--- src/rtl/csa_pkg.sv ---
// Shared definitions for the carry-save stream accumulator: state encoding and sizing helpers.
// No logic; imported by csa_stream_accumulator.
package csa_pkg;

    typedef enum logic [1:0] {
        ACCUM   = 2'd0,
        RESOLVE = 2'd1,
        OUT     = 2'd2
    } csa_state_t;

    function automatic int n_chunks(input int acc_w, input int chunk);
        return acc_w / chunk;
    endfunction

    // Chunk-index width; a lone chunk still needs one bit of index.
    function automatic int chunk_idx_w(input int n);
        return (n <= 1) ? 1 : $clog2(n);
    endfunction

endpackage

--- src/rtl/csa_compress_3to2.sv ---
// Bitwise 3:2 compressor: sum = a^b^c, carry = majority(a,b,c), carry left unshifted.
// Latency: combinational. Backpressure: none.
module csa_compress_3to2 #(
    parameter int WIDTH = 32
)(
    input  logic [WIDTH-1:0] a,
    input  logic [WIDTH-1:0] b,
    input  logic [WIDTH-1:0] c,
    output logic [WIDTH-1:0] sum,
    output logic [WIDTH-1:0] carry
);

    assign sum   = a ^ b ^ c;
    assign carry = (a & b) | (a & c) | (b & c);

endmodule

--- src/rtl/csa_stream_accumulator.sv ---
// Multi-operand summation: 3:2 carry-save accumulation, then an N_CHUNKS-cycle chunked ripple resolve.
// Latency: out_valid rises N_CHUNKS edges after the in_last beat is accepted; CSA_ACC_SIGNED_EN selects sign extension.
// Backpressure: in_ready only while accumulating; the result is held until out_ready.
module csa_stream_accumulator
    import csa_pkg::*;
#(
    parameter int WIDTH     = 32,
    parameter int GUARD     = 8,
    parameter int CPA_CHUNK = 8
)(
    input  logic                     clk,
    input  logic                     rst,
    input  logic                     in_valid,
    output logic                     in_ready,
    input  logic [WIDTH-1:0]         in_data,
    input  logic                     in_last,
    output logic                     out_valid,
    input  logic                     out_ready,
    output logic [WIDTH+GUARD-1:0]   out_sum,
    output logic                     out_ovf
);

    localparam int ACC_W    = WIDTH + GUARD;
    localparam int N_CHUNKS = n_chunks(ACC_W, CPA_CHUNK);
    localparam int K_W      = chunk_idx_w(N_CHUNKS);
    localparam int CNT_W    = GUARD + 2;

    localparam logic [K_W-1:0]   K_LAST  = K_W'(N_CHUNKS - 1);
    localparam logic [CNT_W-1:0] CNT_LIM = CNT_W'(1 << GUARD);
    localparam logic [CNT_W-1:0] CNT_MAX = CNT_W'((1 << GUARD) + 1);

    csa_state_t        state;
    logic [ACC_W-1:0]  s_q;
    logic [ACC_W-1:0]  c_q;
    logic [CNT_W-1:0]  cnt;
    logic [K_W-1:0]    k;
    logic              cy;

    logic [ACC_W-1:0]  x;
    logic [ACC_W-1:0]  s_next;
    logic [ACC_W-1:0]  c_next;
    logic [ACC_W-2:0]  sum_lo;
    logic [ACC_W-2:0]  maj_lo;

`ifdef CSA_ACC_SIGNED_EN
    assign x = {{GUARD{in_data[WIDTH-1]}}, in_data};
`else
    assign x = {{GUARD{1'b0}}, in_data};
`endif

    // The top bit's majority would only feed the discarded carry-out, so compress the low bits only.
    csa_compress_3to2 #(.WIDTH(ACC_W - 1)) u_compress (
        .a     (s_q[ACC_W-2:0]),
        .b     (c_q[ACC_W-2:0]),
        .c     (x[ACC_W-2:0]),
        .sum   (sum_lo),
        .carry (maj_lo)
    );

    assign s_next = {s_q[ACC_W-1] ^ c_q[ACC_W-1] ^ x[ACC_W-1], sum_lo};
    assign c_next = {maj_lo, 1'b0};

    logic [CPA_CHUNK-1:0] s_chunk;
    logic [CPA_CHUNK-1:0] c_chunk;
    logic [CPA_CHUNK:0]   chunk_sum;

    assign s_chunk   = s_q[k*CPA_CHUNK +: CPA_CHUNK];
    assign c_chunk   = c_q[k*CPA_CHUNK +: CPA_CHUNK];
    assign chunk_sum = {1'b0, s_chunk} + {1'b0, c_chunk} + {{CPA_CHUNK{1'b0}}, cy};

    assign in_ready = (state == ACCUM);

    always_ff @(posedge clk or posedge rst) begin
        if (rst) begin
            state     <= ACCUM;
            s_q       <= '0;
            c_q       <= '0;
            cnt       <= '0;
            k         <= '0;
            cy        <= 1'b0;
            out_valid <= 1'b0;
            out_sum   <= '0;
            out_ovf   <= 1'b0;
        end else begin
            case (state)
                ACCUM: begin
                    if (in_valid) begin
                        s_q <= s_next;
                        c_q <= c_next;
                        if (cnt != CNT_MAX)
                            cnt <= cnt + 1'b1;
                        if (in_last) begin
                            state <= RESOLVE;
                            k     <= '0;
                            cy    <= 1'b0;
                        end
                    end
                end
                RESOLVE: begin
                    out_sum[k*CPA_CHUNK +: CPA_CHUNK] <= chunk_sum[CPA_CHUNK-1:0];
                    cy <= chunk_sum[CPA_CHUNK];
                    k  <= k + 1'b1;
                    if (k == K_LAST) begin
                        state     <= OUT;
                        out_valid <= 1'b1;
                        out_ovf   <= (cnt > CNT_LIM);
                    end
                end
                OUT: begin
                    if (out_ready) begin
                        s_q       <= '0;
                        c_q       <= '0;
                        cnt       <= '0;
                        out_valid <= 1'b0;
                        state     <= ACCUM;
                    end
                end
                default: state <= ACCUM;
            endcase
        end
    end

endmodule

--- config.mk ---
export PLATFORM = sky130hd
export DESIGN_NAME = csa_stream_accumulator
export DESIGN_NICKNAME = d
export VERILOG_FILES = /design/src/rtl/csa_pkg.sv /design/src/rtl/csa_compress_3to2.sv /design/src/rtl/csa_stream_accumulator.sv
export SDC_FILE = /design/constraint.sdc
export NUM_CORES = 1
export LEC_CHECK = 0
export ABC_AREA = 1
export CAP_MARGIN = 10
export CORE_ASPECT_RATIO = 1.1
export CORE_UTILIZATION = 30
export CTS_CLUSTER_DIAMETER = 200
export DETAILED_ROUTE_END_ITERATION = 7
export PLACE_DENSITY = 0.56
export REMOVE_ABC_BUFFERS = 1
export SYNTH_ARGS = -nofsm -noshare
export SYNTH_HDL_FRONTEND = slang
export SYNTH_SLANG_ARGS = --single-unit
export TNS_END_PERCENT = 5
--- constraint.sdc ---
create_clock -name clk -period 7.66 [get_ports clk]
set_input_delay 1.532 -clock clk [delete_from_list [all_inputs] [get_ports clk]]
set_output_delay 1.532 -clock clk [all_outputs]
set_load 0.02 [all_outputs]
# Word level (Yosys, flattened, before mapping)
# Index checks and enable logic that the tools add are counted.
word_totals:
  n_memories: 0
  output_inout_bits: 43
  mem_bits_ro: 0
  register_bits: 138
  inputBits: 37
  mem_bits_rw: 0
  latchBits: 0
classes:
  n_addsub: 5
  shift: 4
  eq_ne: 9
  mul: 0
  magnitude_cmp: 1
  bitwise_logic: 8
  muxes: 24
  div_mod_pow: 0
  n_reduce_logical: 10
ops:
  columns: ["operator", "n"]
  rows:
  - ["case mux 40 bit (2 select lines)", 2]
  - ["2-to-1 mux 40 bit", 3]
  - ["indexed part select 40 x 7 -> 8 bit", 2]
  - ["bitwise AND 39 x 32 -> 39 bit", 2]
  - ["OR 39 bit", 2]
  - ["bitwise mux 40 bit", 1]
  - ["variable shift 8 x 34 -> 40 bit, first input constant", 1]
  - ["indexed part select 8 x 34 -> 40 bit", 1]
  - ["bitwise AND 39 bit", 1]
  - ["bitwise XOR 39 x 32 -> 39 bit", 1]
  - ["bitwise XOR 39 bit", 1]
  - ["negation 6 -> 34 bit", 1]
  - ["2-to-1 mux 10 bit", 3]
  - ["case mux 10 bit (2 select lines)", 1]
  - ["adder 10 x 1 -> 10 bit, second input constant", 1]
  - ["greater-than comparator 10 x 9 -> 1 bit, second input constant", 1]
  - ["inequality test 10 x 9 -> 1 bit, second input constant", 1]
  - ["adder 8 x 8 -> 9 bit", 1]
  - ["adder 9 x 1 -> 9 bit", 1]
  - ["AND reduction 3 bit", 3]
  - ["2-to-1 mux 2 bit", 4]
  - ["AND reduction 4 bit", 2]
  - ["2-to-1 mux 3 bit", 2]
  - ["inequality test 2 bit, second input constant", 3]
  - ["13 further kinds", 20]

# Logic depth before layout (Yosys ltp)
logic_depth:
  ltp_word: 5
  ltp_mapped: 19

# By module
# A second synthesis with hierarchy kept.
hier_totals:
  hier_cells: 866
  area_unflattened_um2: 7485.9
by_module_without_submodules:
  columns: ["module", "area_per_inst_um2", "n_inst", "seq_area_each_um2", "cells_per_inst"]
  rows:
  - ["csa_stream_accumulator", 6705.2, 1, 3428.3, 827]
  - ["csa_compress_3to2", 780.7, 1, 0.0, 39]

# Least setup slack after synthesis
# Ideal clock, no wire load.
synth_timing:
  kind: "reg-to-reg"
  from: "reg k[1]"
  to: "reg out_sum[12]"
  t_arrival_ns: 2.697
  path_slack_ns: 4.897
  required_time_ns: 7.594
  setup_ns: 0.066
  path_stages_with_launch: 19
  path_cell_list: "dfrtp_1 buf_2 inv_2 clkbuf_1 a21oi_1 o21ai_0 nand3_1 o21ai_0 fa_1 inv_1 fa_1 inv_1 nand2_1 nand2_1 and2_1 or2_2 nand2_1 nand4_1 nand2_1"
synth_via:
  elab_chain_len: 5
  word_cells_on_any_way: 8
synth_rtl:
  columns: ["element", "line_no", "rtl"]
  rows:
  - ["start, declared", "csa_stream_accumulator.sv:36", "logic [K_W-1:0] k;"]
  - ["start signal, assigned", "csa_stream_accumulator.sv:102", "k <= k + 1'b1;"]
  - ["indexed part select 40 x 7 -> 8 bit, on equally long branches", "csa_stream_accumulator.sv:67, csa_stream_accumulator.sv:68", null]
  - ["adder 8 x 8 -> 9 bit", "csa_stream_accumulator.sv:69", "assign chunk_sum = {1'b0, s_chunk} + {1'b0, c_chunk} + {{CPA_CHUNK{1'b0}}, cy};"]
  - ["adder 9 x 1 -> 9 bit", "csa_stream_accumulator.sv:69", null]
  - ["indexed part select 8 x 34 -> 40 bit", "csa_stream_accumulator.sv:100", "out_sum[k*CPA_CHUNK +: CPA_CHUNK] <= chunk_sum[CPA_CHUNK-1:0];"]
  - ["bitwise mux 40 bit (*)", "csa_stream_accumulator.sv:100", null]
  - ["end signal, assigned by index", "csa_stream_accumulator.sv:100", null]
  - ["end, declared", "csa_stream_accumulator.sv:19", "output logic [WIDTH+GUARD-1:0] out_sum,"]
# Every way passes the cells marked *; elsewhere a longest branch is shown, timed or not.
# A chain may end at the register's enable or synchronous reset.

# Worst setup path after layout
layout_timing:
  from: "reg k[0]"
  to: "reg out_sum[20]"
# Same word-level chain as after synthesis.

==> metrics list <==
- The min-delay analysis places its worst path in the category register to register.
- Summing every instance area after synthesis gives 7408 sq um.
- The post-route netlist has under 10% of its cells at a drive strength greater than 1.
- Share of the cycle needed by the critical path after routing: a little under half
- The worst pin sits at a relative slew slack of roughly 41%.
- The multi-input combinational cells in the finished layout cover a total of 3470 sq um.
- Data required time at the worst endpoint: 8030 ps
- In this run the mean area of a mapped cell was roughly 9 sq um.
- Routability-driven placement finished with a final weighted congestion of 0.8212.
- Synthesis Warnings: 0
* Clock Skews: ~12 ps
- Among cell families on the critical path, the largest total delay comes from buffers and inverters.
- Run status: finished clean
- The die covers between 20,000 and 30,000 sq um.
- The most common cell in the synthesized netlist is sky130_fd_sc_hd__nand2_1.
* Clock Tree Buf Depth: 2
- The synthesized netlist devotes ~15% of its cell area to compound gates.
- TritonCTS built the clock tree.
- Worst endpoint data arrival time: around 4000 ps
- Measured along the x axis, the die boundary spans about 150 um.
- Compared with the post-synthesis result, the final layout area differs by 21.94%.
- Post-CTS timing repair inserted 0 buffers for setup.
* Global-route total usage across every layer: about 15%
- Largest net degree at the start of global routing: 94
- Number of cell rows: around 60
* DP HPWL: roughly 13,000 um
* Minimum clock period after layout: 3634 ps
- The count of nets left with antenna violations once routing finished came out at 0.
- The critical path contains buffers and inverters numbering 5 combined.
* Commonest register cell after synthesis: sky130_fd_sc_hd__dfrtp_1
- Final Hold Vio Count: 0
- Maximum cell stage delay along the critical path: about 520 ps
- Overall via count from detail_route: roughly 5.7k
- CP Cell Sequence: buf_4 > inv_1 > buf_4 > nor3_1 > o32ai_1 > fa_1 > inv_1 > fa_1 > inv_1 > nand2_1 > nand2_1 > and2_1 > or2_2 > nand2_1 > nand4_1 > nand2_1
- I/O Pins: 80
- Placed Area: ~8500 sq um
- Root buffer cell: sky130_fd_sc_hd__clkbuf_16
- Worst R2R Setup Slack: between 4000 and 5000 ps
- Avg WL per Cell: around 15 um
* Final core utilization: 37.77%
- Yosys attributes the largest share of cell area to sky130_fd_sc_hd__dfrtp_1, sky130_fd_sc_hd__nand2_1, sky130_fd_sc_hd__fa_1.
- The final layout contains routed wiring with a total length of 18,440 um.
- Kind of critical path: register to register
- In this run the tool buffered the top-level ports with about 80 buffer cells.
* Starting density of the core: between 30 and 40%
- Of the total synthesized cell area, the portion taken by AND, OR, NAND and NOR gates is 18.12%.
- At the end of the flow, the number of nets in the layout was 972.
- Insertion delay to the later sink of the worst-skew pair: 430 ps
- The clock net in this run drives a total of 137 sinks.
- In the routed design, unresolved DRC markers number 0.
* CTS Hold Buffers Added: 0
* DRC marker count from the first detailed-route iteration: a little under 400
- The tightest hold path in the finished design has a slack of 480.6 ps.
- After detailed routing, the number of vias per cell comes to between 4 and 5.
* Adder and majority gate portion of the synthesized area: about an eighth
- After filler insertion, the fill cell instance count of the layout stands at between 2k and 2.5k.
* FFs w/ async S/R, synth: 100.0%
- Among all stages on the critical path, the largest delay is contributed by sky130_fd_sc_hd__buf_4.
* Height of the die: roughly 170 um
- Gates resized during post-CTS repair numbered 0.
- First-pass GRT wire length: between 30,000 and 40,000 um
- Yosys mapped a number of flops with a built-in enable equal to 0.
- Synthesized instance count: approximately 800
* Fmax: approximately 280 MHz
- Area share of the largest cell type after synthesis: roughly 46%
- The initial antenna violation count was 0.
- The finished cells cover 9034 sq um.
- The largest total area in the synthesized netlist belongs to sky130_fd_sc_hd__dfrtp_1.
* Tightest Pin Transition: between 800 and 900 ps
* Core Footprint: roughly 24,000 sq um
* Power Dens Cells: approximately 440 nW/um^2
- Part of the Yosys area used for sequential elements: between 40% and 50%
- Crit path capture type: register
- After synthesis, the share of cell area in mux cells is 0%.
- The count of pins over their slew limit is 0.
* Leakage power figure: 4.189 nW
- Counting stages on the worst path, the most repeated cell is sky130_fd_sc_hd__nand2_1.
* Startpoint class of the critical path: register
- Summed over all failing endpoints, the final setup total negative slack is 0 ps.
* Peak ir drop on the vdd network: 237.1 uV
- Setup repair after global routing missed its margin: false
* Dominant combinational cell family by area after synthesis: simple AND/OR/NAND/NOR gates
* Diode insertion count for antenna repair: 0
- Post-synthesis xor/xnor area fraction: 0.5911%
- Most frequent cells after synthesis: sky130_fd_sc_hd__nand2_1, sky130_fd_sc_hd__dfrtp_1, sky130_fd_sc_hd__o21ai_0
* Peak fanout along the critical path: slightly above 70
- Remaining global-route overflow: 0
- The number of global-route vias before repair is 5,650.
* FF/Latch Area: approximately 3400 sq um
- In this run the number of H-tree levels came out at 4.
- Before antenna repair, the detailed router went through 5 iterations.
- Clock tree synthesis inserted a total of 17 buffers.
- Counting distinct cell types in the post-synthesis netlist gives 35.
- The synthesized design contains about 140 register bits.
- Setup violations remaining at the end of the flow were counted as 0.
* Clock slew at reported path FFs: ~60 ps
- Across the run, the number of max-cap violations was 0.
==> final timing paths <==
kind                               endpoint         from  depth (start not counted)
min in group asynchronous        out_sum[3]          rst                          2
worst max register to register  out_sum[20]         k[0]                         16
worst min-delay path            out_sum[32]  out_sum[32]                          2
worst min register to register  out_sum[32]  out_sum[32]                          2
max in group asynchronous           s_q[13]          rst                          3
worst max-delay path            out_sum[20]         k[0]                         16
==> worst register-to-register path: cells and delay by family (launching register included) <==
family	cells	cell delay, ps
adder cells (fa/ha/maj)	2	610
buffers and inverters	5	1390
AND/OR/NAND/NOR	8	1090
flip-flops	1	340
AO/OA/AOI/OAI	1	130
==> layout make-up <==
type                            count  area share (%)
Tap cell                          305           4.224
Inverter                           95           4.003
Clock buffer                       18           4.861
Timing Repair Buffer               84           9.169
Multi-Input combinational cell    542           38.41
Sequential cell                   137           37.96
Clock inverter                     14           1.371
==> state kept, by name, indices dropped and copies added (netlist names) <==
register	cells
out_sum	40
s_q	40
c_q	39
cnt	10
k	3
state	2
cy	1
out_ovf	1
out_valid	1
==> cell usage in the layout, fill, tap and decap left out, drive strengths merged, types with 21 or more instances in the layout <==
cell and n:
inv 97, fa 33, o21ai 106, nor2 21
clkdlybuf4s50 79, a21oi 28, ha 25, nand2 186
a22o 41, nand3 53, dfrtp 137
==> metrics by stage <==
step / power, mW / std cells / setup slack [ps]
5_1_grt: 4.369 / 1195 / 3707
2_1_floorplan: 2.570 / 774 / 2460
3_5_place_dp: 3.246 / 1163 / 3842
6_report: 4.011 / 1195 / 4026
3_3_place_gp: 3.221 / 1163 / 3841
4_1_cts: 4.062 / 1195 / 4030
==> power by group <==
part	internal (mW)	leakage (nW)	switching [mW]
Combinational	0.742	2.13	1.22
Clock	0.456	0.269	0.334
Sequential	1.00	1.79	0.262
Total	2.20	4.19	1.81
==> cell families (layout without fill, tap and decap cells) <==
| logic type | count (synthesis) | count (layout) |
|---|---|---|
| and+or+nand+nor | 296 | 296 |
| AOI/OAI and AO/OA | 183 | 183 |
| buffers and inverters | 129 | 211 |
| DFF | 137 | 137 |
| adders and majority gates | 58 | 58 |
| xor gates and xnor gates | 5 | 5 |
==> per-layer routing <==
metal  routed length (um)  global-route usage (%)  part of all wire [%]  vias up
li1                     -                       -                     -     2830
met1                 8979                   21.67                    49     2733
met2                 8621                   23.97                    47      106
met3                  651                   2.888                   3.5       13
met4                  190                   4.174                   1.0        0
met5                    0                       0                     0        -
Note: power is estimated with default switching activity, not from simulation.
